--- src/rtl/spi_byte_master.sv ---
`default_nettype none
// ============================================================================
// spi_byte_master : SPI mode-0 byte master with CSB hold/release and guard gap
// Revision 1.0
// ============================================================================
module spi_byte_master #(
  parameter int PRESCALE_W = 8
) (
  input  logic                  wb_clk_i,
  input  logic                  wb_rst_i,
  input  logic [PRESCALE_W-1:0] prescale,
  input  logic [7:0]            tx_data,
  input  logic                  tx_valid,
  input  logic                  tx_hold,
  output logic                  tx_ready,
  // "release" is a reserved word, hence the longer name
  input  logic                  release_hold,
  output logic [7:0]            rx_data,
  output logic                  rx_valid,
  output logic                  busy,
  output logic                  spi_csb,
  output logic                  spi_sck,
  output logic                  spi_mosi,
  output logic                  spi_sdoenb,
  input  logic                  spi_miso
);

  typedef enum logic [1:0] {
    IDLE  = 2'd0,
    SHIFT = 2'd1,
    HOLD  = 2'd2,
    GUARD = 2'd3
  } state_t;

  state_t                state, state_nxt;
  logic [PRESCALE_W-1:0] cnt, cnt_nxt;
  logic [PRESCALE_W-1:0] presc, presc_nxt;
  logic [3:0]            edge_cnt, edge_cnt_nxt;
  logic                  hold, hold_nxt;
  logic [6:0]            tx_sh, tx_sh_nxt;
  logic [7:0]            rx_sh, rx_sh_nxt;
  logic [7:0]            rx_data_nxt;
  logic                  rx_valid_nxt;
  logic                  csb_nxt, sck_nxt, mosi_nxt, sdoenb_nxt;
  logic                  accept;

  assign tx_ready = !wb_rst_i && (state == IDLE || state == HOLD);
  assign accept   = tx_valid && tx_ready;
  assign busy     = (state != IDLE);

  always_comb begin
    state_nxt    = state;
    cnt_nxt      = cnt;
    presc_nxt    = presc;
    edge_cnt_nxt = edge_cnt;
    hold_nxt     = hold;
    tx_sh_nxt    = tx_sh;
    rx_sh_nxt    = rx_sh;
    rx_data_nxt  = rx_data;
    rx_valid_nxt = 1'b0;
    csb_nxt      = spi_csb;
    sck_nxt      = spi_sck;
    mosi_nxt     = spi_mosi;
    sdoenb_nxt   = spi_sdoenb;
    case (state)
      IDLE, HOLD: begin
        // An accepted byte takes priority over a coincident release
        if (accept) begin
          state_nxt    = SHIFT;
          presc_nxt    = prescale;
          cnt_nxt      = prescale;
          hold_nxt     = tx_hold;
          edge_cnt_nxt = 4'd0;
          tx_sh_nxt    = tx_data[6:0];
          mosi_nxt     = tx_data[7];
          csb_nxt      = 1'b0;
          sdoenb_nxt   = 1'b0;
          sck_nxt      = 1'b0;
        end else if (state == HOLD && release_hold) begin
          state_nxt  = GUARD;
          cnt_nxt    = presc;
          csb_nxt    = 1'b1;
          sdoenb_nxt = 1'b1;
        end
      end
      SHIFT: begin
        if (cnt != '0) begin
          cnt_nxt = cnt - PRESCALE_W'(1);
        end else begin
          cnt_nxt      = presc;
          edge_cnt_nxt = edge_cnt + 4'd1;
          if (!edge_cnt[0]) begin
            sck_nxt   = 1'b1;
            rx_sh_nxt = {rx_sh[6:0], spi_miso};
          end else begin
            sck_nxt = 1'b0;
            if (edge_cnt != 4'd15) begin
              mosi_nxt  = tx_sh[6];
              tx_sh_nxt = {tx_sh[5:0], 1'b0};
            end else begin
              rx_valid_nxt = 1'b1;
              rx_data_nxt  = rx_sh;
              if (hold) begin
                state_nxt = HOLD;
              end else begin
                state_nxt  = GUARD;
                csb_nxt    = 1'b1;
                sdoenb_nxt = 1'b1;
              end
            end
          end
        end
      end
      GUARD: begin
        if (cnt != '0) begin
          cnt_nxt = cnt - PRESCALE_W'(1);
        end else begin
          state_nxt = IDLE;
        end
      end
      default: state_nxt = IDLE;
    endcase
  end

  always_ff @(posedge wb_clk_i) begin
    if (wb_rst_i) begin
      state      <= IDLE;
      cnt        <= '0;
      presc      <= '0;
      edge_cnt   <= 4'd0;
      hold       <= 1'b0;
      tx_sh      <= 7'd0;
      rx_sh      <= 8'd0;
      rx_data    <= 8'd0;
      rx_valid   <= 1'b0;
      spi_csb    <= 1'b1;
      spi_sck    <= 1'b0;
      spi_mosi   <= 1'b0;
      spi_sdoenb <= 1'b1;
    end else begin
      state      <= state_nxt;
      cnt        <= cnt_nxt;
      presc      <= presc_nxt;
      edge_cnt   <= edge_cnt_nxt;
      hold       <= hold_nxt;
      tx_sh      <= tx_sh_nxt;
      rx_sh      <= rx_sh_nxt;
      rx_data    <= rx_data_nxt;
      rx_valid   <= rx_valid_nxt;
      spi_csb    <= csb_nxt;
      spi_sck    <= sck_nxt;
      spi_mosi   <= mosi_nxt;
      spi_sdoenb <= sdoenb_nxt;
    end
  end

endmodule
`default_nettype wire

--- config.mk ---
export PLATFORM = sky130hd
export DESIGN_NAME = spi_byte_master
export DESIGN_NICKNAME = d
export VERILOG_FILES = /design/src/rtl/spi_byte_master.sv
export SDC_FILE = /design/constraint.sdc
export NUM_CORES = 1
export LEC_CHECK = 0
export ABC_AREA = 1
export BUFFER_PORTS_ARGS = -buffer_cell sky130_fd_sc_hd__buf_2
export CAP_MARGIN = 0
export CORE_UTILIZATION = 45
export DETAILED_ROUTE_END_ITERATION = 16
export PLACE_DENSITY = 0.77
export SLEW_MARGIN = 20
export SYNTH_ARGS = -nofsm -noshare
export SYNTH_HDL_FRONTEND = slang
export SYNTH_SLANG_ARGS = --single-unit
--- constraint.sdc ---
create_clock -name wb_clk_i -period 1.5 [get_ports wb_clk_i]
set_input_delay 0.225 -clock wb_clk_i [delete_from_list [all_inputs] [get_ports wb_clk_i]]
set_output_delay 0.225 -clock wb_clk_i [all_outputs]
set_load 0.05 [all_outputs]
# Yosys cells after proc, flatten, opt, wreduce, memory -nomap -nowiden

Index checks and enable logic that the tools add are counted.

Register bits: 50
Bits in latches: 0
RAM bits: 0
ROM bits: 0
Input port bits: 22
Output and inout bits: 15
Logic and storage cells: 88
Memories: 0

$add $sub $neg: 2
Multiply operators: 0
Divide/modulo/power cells: 0
Order comparisons: 0
Equality and inequality tests: 13
Shifts and indexed selects: 0
Muxes and demuxes: 38
Bitwise operators: 4
Reduce and logical (&&, ||, !) cells: 19

Operator list:

| kind                                             | number |
|---|---|
| 2-to-1 mux 8 bit                                 | 4 |
| 2-to-1 mux 7 bit                                 | 4 |
| one-hot mux 8 bit (3 select lines)               | 1 |
| != test 2 bit, second input constant             | 8 |
| 2-to-1 mux 1 bit                                 | 15 |
| one-hot mux 7 bit (2 select lines)               | 1 |
| 2-to-1 mux 2 bit                                 | 6 |
| AND reduction 5 bit                              | 2 |
| 2-to-1 mux 4 bit                                 | 2 |
| one-hot mux 4 bit (2 select lines)               | 1 |
| nonzero test 8 bit                               | 1 |
| subtractor 8 x 1 -> 8 bit, second input constant | 1 |
| one-hot mux 1 bit (2 select lines)               | 3 |
| one-hot mux 2 bit (3 select lines)               | 1 |
| AND reduction 3 bit                              | 2 |
| AND reduction 6 bit                              | 1 |
| adder 4 x 1 -> 4 bit, second input constant      | 1 |
| == test 2 bit, second input constant             | 2 |
| != test 4 bit, second input constant             | 1 |
| NOT 1 bit                                        | 4 |
| AND reduction 2 bit                              | 2 |
| AND reduction 4 bit                              | 1 |
| nonzero test 2 bit                               | 2 |
| OR reduction 4 bit                               | 1 |
| 7 further kinds                                  | 9 |

# Depth between registers and ports, before layout

Gate-level depths: netlist of the first run.

Word-level depth: 6
Gate-level depth with buffers: 11
Gate-level depth less buffers: 11

# Worst setup path before layout of the first run

Ideal clock, no wire load.

Kind: reg-to-reg
Start point: register spi_sck (netlist name)
End point: register rx_data[0]
Library setup time: 0.066 ns
Data arrival time: 1.642 ns
Data required time: 1.434 ns
Setup slack: -0.208 ns
Stages on the path, launching flop included: 9
Buffers on the path: 1
Clock period less this slack: 1.708 ns
Cell sequence: dfxtp_1 -> ha_1 -> nand3_1 -> nor2_1 -> nand2_1 -> clkinv_2 -> buf_6 -> o21ai_2 -> a21oi_2

RTL lines:

| item                   | line | source |
|---|---|---|
| end signal: assignment | 148  | `rx_data <= rx_data_nxt;` |
| end: declaration       | 18   | `output logic [7:0] rx_data,` |

# Final worst setup path of the first run

Start point: register cnt[5]
End point: register state[0]

Longest elaborated chain between the ends: 3
Elaborated cells between the ends (all ways): 4
Those cells by class: eq/ne (2); reduce/logical (2)

RTL lines:

| item                                   | line    | source |
|---|---|---|
| start: declaration                     | 36      | `logic [PRESCALE_W-1:0] cnt, cnt_nxt;` |
| start signal: assignment               | 142     | `cnt <= cnt_nxt;` |
| nonzero test 8 bit *                   | 87, 115 |  |
| != test 2 bit (no source line)         | n/a     |  |
| AND reduction 5 bit (no source line) * | n/a     |  |
| end signal: assignment                 | 141     | `state <= state_nxt;` |
| end: declaration                       | 35      | `state_t state, state_nxt;` |

Every way passes the cells marked *; elsewhere a longest branch is shown, timed or not.
A chain may end at the register's enable or synchronous reset.

==> results of run 1 <==
[cell type report]
class	count	area, sq um
repair inverters	1	6.26
clock inverters	2	37.5
fillers	442	1820
flip-flops and latches	49	987
clock buffers	6	82.6
multi-input cells	240	1280
repair buffers	67	432
well taps	67	83.8
inverters	36	145
[timing repair]
action	4_1_cts	5_1_grt
hold endpoints to repair	0	0
pin swaps	3	6
cloned	0	2
resized for setup	16	26
endpoints found under the setup margin	32	37
buffers inserted	1	7
[layer usage]
layer | share of wire | track usage | vias to the layer above | wire, um
li1 | - | - | 1212 | -
met1 | 0.46 | 0.277 | 1064 | 2710
met2 | 0.48 | 0.351 | 71 | 2810
met3 | 0.040 | 0.0474 | 13 | 234
met4 | 0.024 | 0.0818 | 0 | 142
met5 | 0 | 0 | - | 0
[through the flow]
stage	setup WS [ns]	power, mW
floorplan	-0.0106	2.60
global placement	-0.0168	2.95
detailed placement	-0.0977	2.97
CTS	-0.0206	4.04
global route	-0.0931	4.54
finish	0.0189	4.28
[final timing paths]
path                  from  endpoint  cells past startpoint
hold / removal     tx_hold      hold                      3
hold reg to reg   tx_sh[5]  tx_sh[5]                      2
setup / recovery    cnt[5]  state[0]                     10
setup reg to reg    cnt[5]  state[0]                     10
[power breakdown]
group,total [mW],switching [mW],internal [mW]
logic,1.71,1.06,0.650
clock network,0.986,0.444,0.542
registers,1.59,0.129,1.46
total,4.28,1.63,2.65
[state kept, by name, summed over array words and instances, names as in the netlist]
signal / count
rx_data: 8
tx_sh: 7
edge_cnt: 3
hold: 1
state: 2
rx_valid: 1
spi_mosi: 1
spi_sdoenb: 1
presc: 8
rx_sh: 8
cnt: 8
spi_sck: 1
[cell usage in the layout (no fill, tap or decap), types with 2 or more instances in the layout]
master / count
inv_4: 3
inv_2: 7
inv_1: 26
o21ai_1: 10
nand4_1: 6
dfxtp_2: 2
or2_2: 2
nand2_1: 81
buf_4: 29
a21oi_1: 30
buf_2: 35
nor2_4: 4
nand2_4: 4
nand3_1: 18
xor2_1: 2
nand3_2: 2
clkbuf_8: 6
nor2_1: 32
a21oi_2: 3
o21ai_2: 2
nand2_2: 7
nand3_4: 3
o21ai_0: 20
nor3_1: 3
dfxtp_1: 46
[cells by family (layout without fill, tap and decap cells)]
family	count (synthesis)	after routing	synth area share
and+or+nand+nor	167	168	0.320
AOI/OAI and AO/OA	68	68	0.158
DFF	49	49	0.417
buffers and inverters	46	112	0.0871
adders and majority gates	2	2	0.0106
xor gates and xnor gates	2	2	0.00744
[worst max-delay path, stage by stage (launching register included)]
cell and delay (ns):
dfxtp_1 0.35, inv_2 0.12, nand2_1 0.13, nor2_2 0.17
nand2_4 0.11, nand2_8 0.12, nand3_4 0.09, nor2_4 0.13
nand2_1 0.06, nand3_1 0.07, inv_1 0.04
==> reports/qor.csv, run 1 <==
stage,metric,value,unit
clocking,cts_buffer_depth,2,
pwr,leakagePower,1.45,nW
setup_path,cp_data_arrival_time,1.69,ns
status,status,"finished, final reports clean",
synth,syn_area_per_cell,7.05,sq um
final_layout,area_growth,29.9,%
timing,setup_violations,0,
place,dpl.cell_count,450,
synth,synth_common_cells,"nand2_1, dfxtp_1, nor2_1",
place,globalplace.congestion,0.908,
detailed_routing,firstDrtPassIters,4,
synth,postSynthNetCount,358,
detailed_routing,wl_per_cell,12.6,um
final_layout,postLayoutCoreUtil,0.627,
synth,synth.most_common_cell,nand2_1,
detailed_routing,final_antenna_net_count,0,
timing,skew,0.00378,ns
detailed_routing,vias,2360,
detailed_routing,drtIter0Drc,164,
timing,rsz0062_at_grt,true,
synth,ys_ff_latch,49,
clocking,cts_tree,yes,
synth,synth_edf_count,0,
global_route,grt_pass1_wl,9130,um
hold_path,hold_path.class,input port to register,
clocking,h-tree-depth,2,
setup_path,setup.worst_path.class,register to register,
setup_path,critical_path_required,1.71,ns
place,hpwl,3760,um
timing,maxSlewViolCount,0,
floorplanning,initial_utilization,0.483,
clocking,clk_pin_slew,0.09,ns
final_layout,num_antenna_cells,0,
clocking,ctsRootBufferMaster,clkbuf_8,
place,place_area,0.00274,sq mm
global_route,grt_overflow_total,0,
clocking,ctsHoldBuffers,0,
synth,synth_cell_types,33,
final_layout,fin_cells,468,
synth,synth_flop_cell,dfxtp_1,
timing,hold_ws,0.124,ns
synth,synth_top_area_share,0.417,
clocking,cts.sinks,49,
timing,finalCritPeriodShare,0.987,
place,io_buffers,36,
floorplanning,ioPinCount,37,
setup_path,critPathMaxFanout,6,
timing,tightest_slew,0.405,ns
job,maxCapViolCount,0,
synth,netlist_top_cells_area,"dfxtp_1, nand2_1, a21oi_1, o21ai_0, nor2_1",
global_route,grt_pass1_vias,2107,
final_layout,finalNetCount,424,
synth,ys_seq_area_frac,0.417,
setup_path,reg2reg_slack,0.02,ns
timing,fin_setup_tns,0,ns
timing,max_freq,675,MHz
timing,fin_crit,1.48,ns
global_route,grt_max_degree,17,
detailed_routing,routed_via_density,5.04,
timing,slew_headroom,0.729,
synth,synth_top_cell_by_area,dfxtp_1,
synth,async_reset_ff_frac,0,
final_layout,fin_area,0.00306,sq mm
clocking,cts_buffers,5,
clocking,insertion_delay,0.30,ns
floorplanning,dieArea,0.00553,sq mm
global_route,antenna_found_initial,0,
timing,hold_viol,0,
synth,netlist_instances,334,
synth,netlist_area,0.00235,sq mm
synth,yosys_warnings,0,
setup_path,worstSetupStartpointType,register,
global_route,grt_use_total,0.215,
setup_path,end_kind,register,
floorplanning,core,0.00488,sq mm
detailed_routing,wirelength,5900,um
pwr,pwr_density_cell,1400,mW/mm^2
floorplanning,die_w,74.3,um
floorplanning,die_y,74.3,um
final_layout,drive_above_1_share,0.302,
floorplanning,core.rowCount,25,
pwr,ir_drop,0.552,mV
detailed_routing,drc,0,
Note: power is estimated with default switching activity, not from simulation.
==> inputs of run 2 (changes only) <==
--- a/config.mk
+++ b/config.mk
@@ -8,6 +8,7 @@
 export ABC_AREA = 1
 export BUFFER_PORTS_ARGS = -buffer_cell sky130_fd_sc_hd__buf_2
 export CAP_MARGIN = 0
+export CORE_MARGIN = 1.5
 export CORE_UTILIZATION = 45
 export DETAILED_ROUTE_END_ITERATION = 16
 export PLACE_DENSITY = 0.77
==> reports/qor.csv, run 2 (same netlist as run 1, synthesis figures left out) <==
stage,metric,value,unit
status,status,"finished, final reports clean",
timing,rsz0062_at_grt,true,
final_layout,seq_area,985,sq um
floorplanning,core,0.00507,sq mm
timing,slew_headroom,0.702,
timing,finalCritPeriodShare,0.990,
floorplanning,dieArea,0.00568,sq mm
detailed_routing,firstDrtPassIters,4,
detailed_routing,drtIter0Drc,135,
global_route,grt_use_total,0.208,
floorplanning,initial_utilization,0.464,
final_layout,fill_cells,457,
clocking,cts_buffer_depth,2,
timing,setup_violations,0,
clocking,cts.sinks,49,
setup_path,critical_path_required,1.72,ns
clocking,insertion_delay,0.32,ns
detailed_routing,wl_per_cell,12.6,um
floorplanning,ioPinCount,37,
pwr,p_total,4.41,mW
global_route,grt_pass1_wl,9030,um
setup_path,setup.worst_path.class,register to register,
job,maxCapViolCount,0,
pwr,leakagePower,1.44,nW
clocking,ctsHoldBuffers,0,
timing,fin_setup_tns,0,ns
pwr,ir_drop,0.636,mV
setup_path,end_kind,register,
final_layout,mostFrequentLayoutCell,nand2_1,
global_route,antenna_found_initial,0,
setup_path,critPathMaxFanout,8,
detailed_routing,routed_via_density,5.06,
timing,skew,0.00239,ns
final_layout,final_cell_mix,"nand2_1, dfxtp_1, buf_2",
setup_path,worstSetupStartpointType,register,
floorplanning,die_y,75.3,um
final_layout,finalNetCount,422,
pwr,pwr_density_cell,1430,mW/mm^2
timing,maxSlewViolCount,0,
final_layout,multi_input_area,0.00131,sq mm
timing,fin_ws,0.0144,ns
timing,max_freq,673,MHz
clocking,cts_buffers,5,
setup_path,cp_data_arrival_time,1.70,ns
final_layout,num_antenna_cells,0,
global_route,grt_overflow_total,0,
hold_path,hold_path.class,input port to register,
timing,tightest_slew,0.447,ns
clocking,h-tree-depth,2,
floorplanning,core.rowCount,26,
final_layout,area_growth,30.6,%
final_layout,drive_above_1_share,0.301,
place,hpwl,3790,um
clocking,cts_tree,yes,
place,globalplace.congestion,0.852,
global_route,grt_max_degree,21,
detailed_routing,wirelength,5930,um
detailed_routing,final_antenna_net_count,0,
detailed_routing,drc,0,
clocking,clk_pin_slew,0.09,ns
timing,fin_crit,1.49,ns
place,io_buffers,36,
timing,hold_viol,0,
place,pre_cts_ws,-0.104,ns
floorplanning,die_w,75.3,um
clocking,ctsRootBufferMaster,clkbuf_8,
global_route,grt_pass1_vias,2115,
detailed_routing,vias,2373,
==> run 2: timing repair <==
action	4_1_cts	5_1_grt
gates cloned	0	2
endpoints found under the setup margin	32	39
resized for setup	18	30
pin swaps	2	15
setup buffers	0	10
==> run 2: per-stage QoR <==
stage / util / instances / hold slack (ns) / cell area, sq um
final: 0.606 / 469 / 0.124 / 3070
after global routing: 0.606 / 469 / 0.126 / 3070
after detailed placement: 0.535 / 449 / 0.442 / 2720
after floorplan: - / 334 / 0.338 / 2360
after global placement: 0.535 / 449 / 0.426 / 2720
after CTS: 0.568 / 457 / 0.125 / 2880
==> run 2: metal layers <==
metal / vias to the layer above / share of wire / wire [um] / global-route usage
li1: 1213 / - / - / -
met1: 1072 / 0.45 / 2650 / 0.254
met2: 68 / 0.47 / 2810 / 0.352
met3: 20 / 0.054 / 318 / 0.0476
met4: 0 / 0.026 / 153 / 0.0913
met5: - / 0 / 0 / 0
==> run 2: critical path, cell delays in order, from the launching register on <==
cell and delay [ns]:
dfxtp_1 0.33, inv_2 0.08, ha_4 0.16, nand2_4 0.06, nor2_4 0.15, nand2_4 0.10, o21ai_4 0.19, buf_6 0.16
nor2_1 0.05, nand2_1 0.05, a21oi_1 0.06
==> run 2: power breakdown <==
group / switching [mW] / leakage [nW] / internal, mW / total, mW
Sequential: 0.124 / 0.401 / 1.46 / 1.58
Combinational: 1.10 / 0.986 / 0.707 / 1.80
Clock: 0.477 / 0.0574 / 0.543 / 1.02
Total: 1.70 / 1.44 / 2.71 / 4.41
==> run 2: cell type report <==
type,count,share of cell area
Clock buffer,6,0.0269
Clock inverter,2,0.0122
Inverter,36,0.0480
Multi-Input combinational cell,241,0.425
Sequential cell,49,0.320
Tap cell,70,0.0285
Timing Repair Buffer,65,0.140
==> run 2: path summary, 6_finish.rpt <==
path | from | end | slack, ns | depth (start not counted)
worst min-delay path | prescale[5] | presc[5] | 0.12 | 3
worst min register to register | tx_sh[5] | tx_sh[5] | 0.46 | 2
worst max register to register | cnt[0] | cnt[1] | 0.01 | 10
worst max-delay path | cnt[0] | cnt[1] | 0.01 | 10
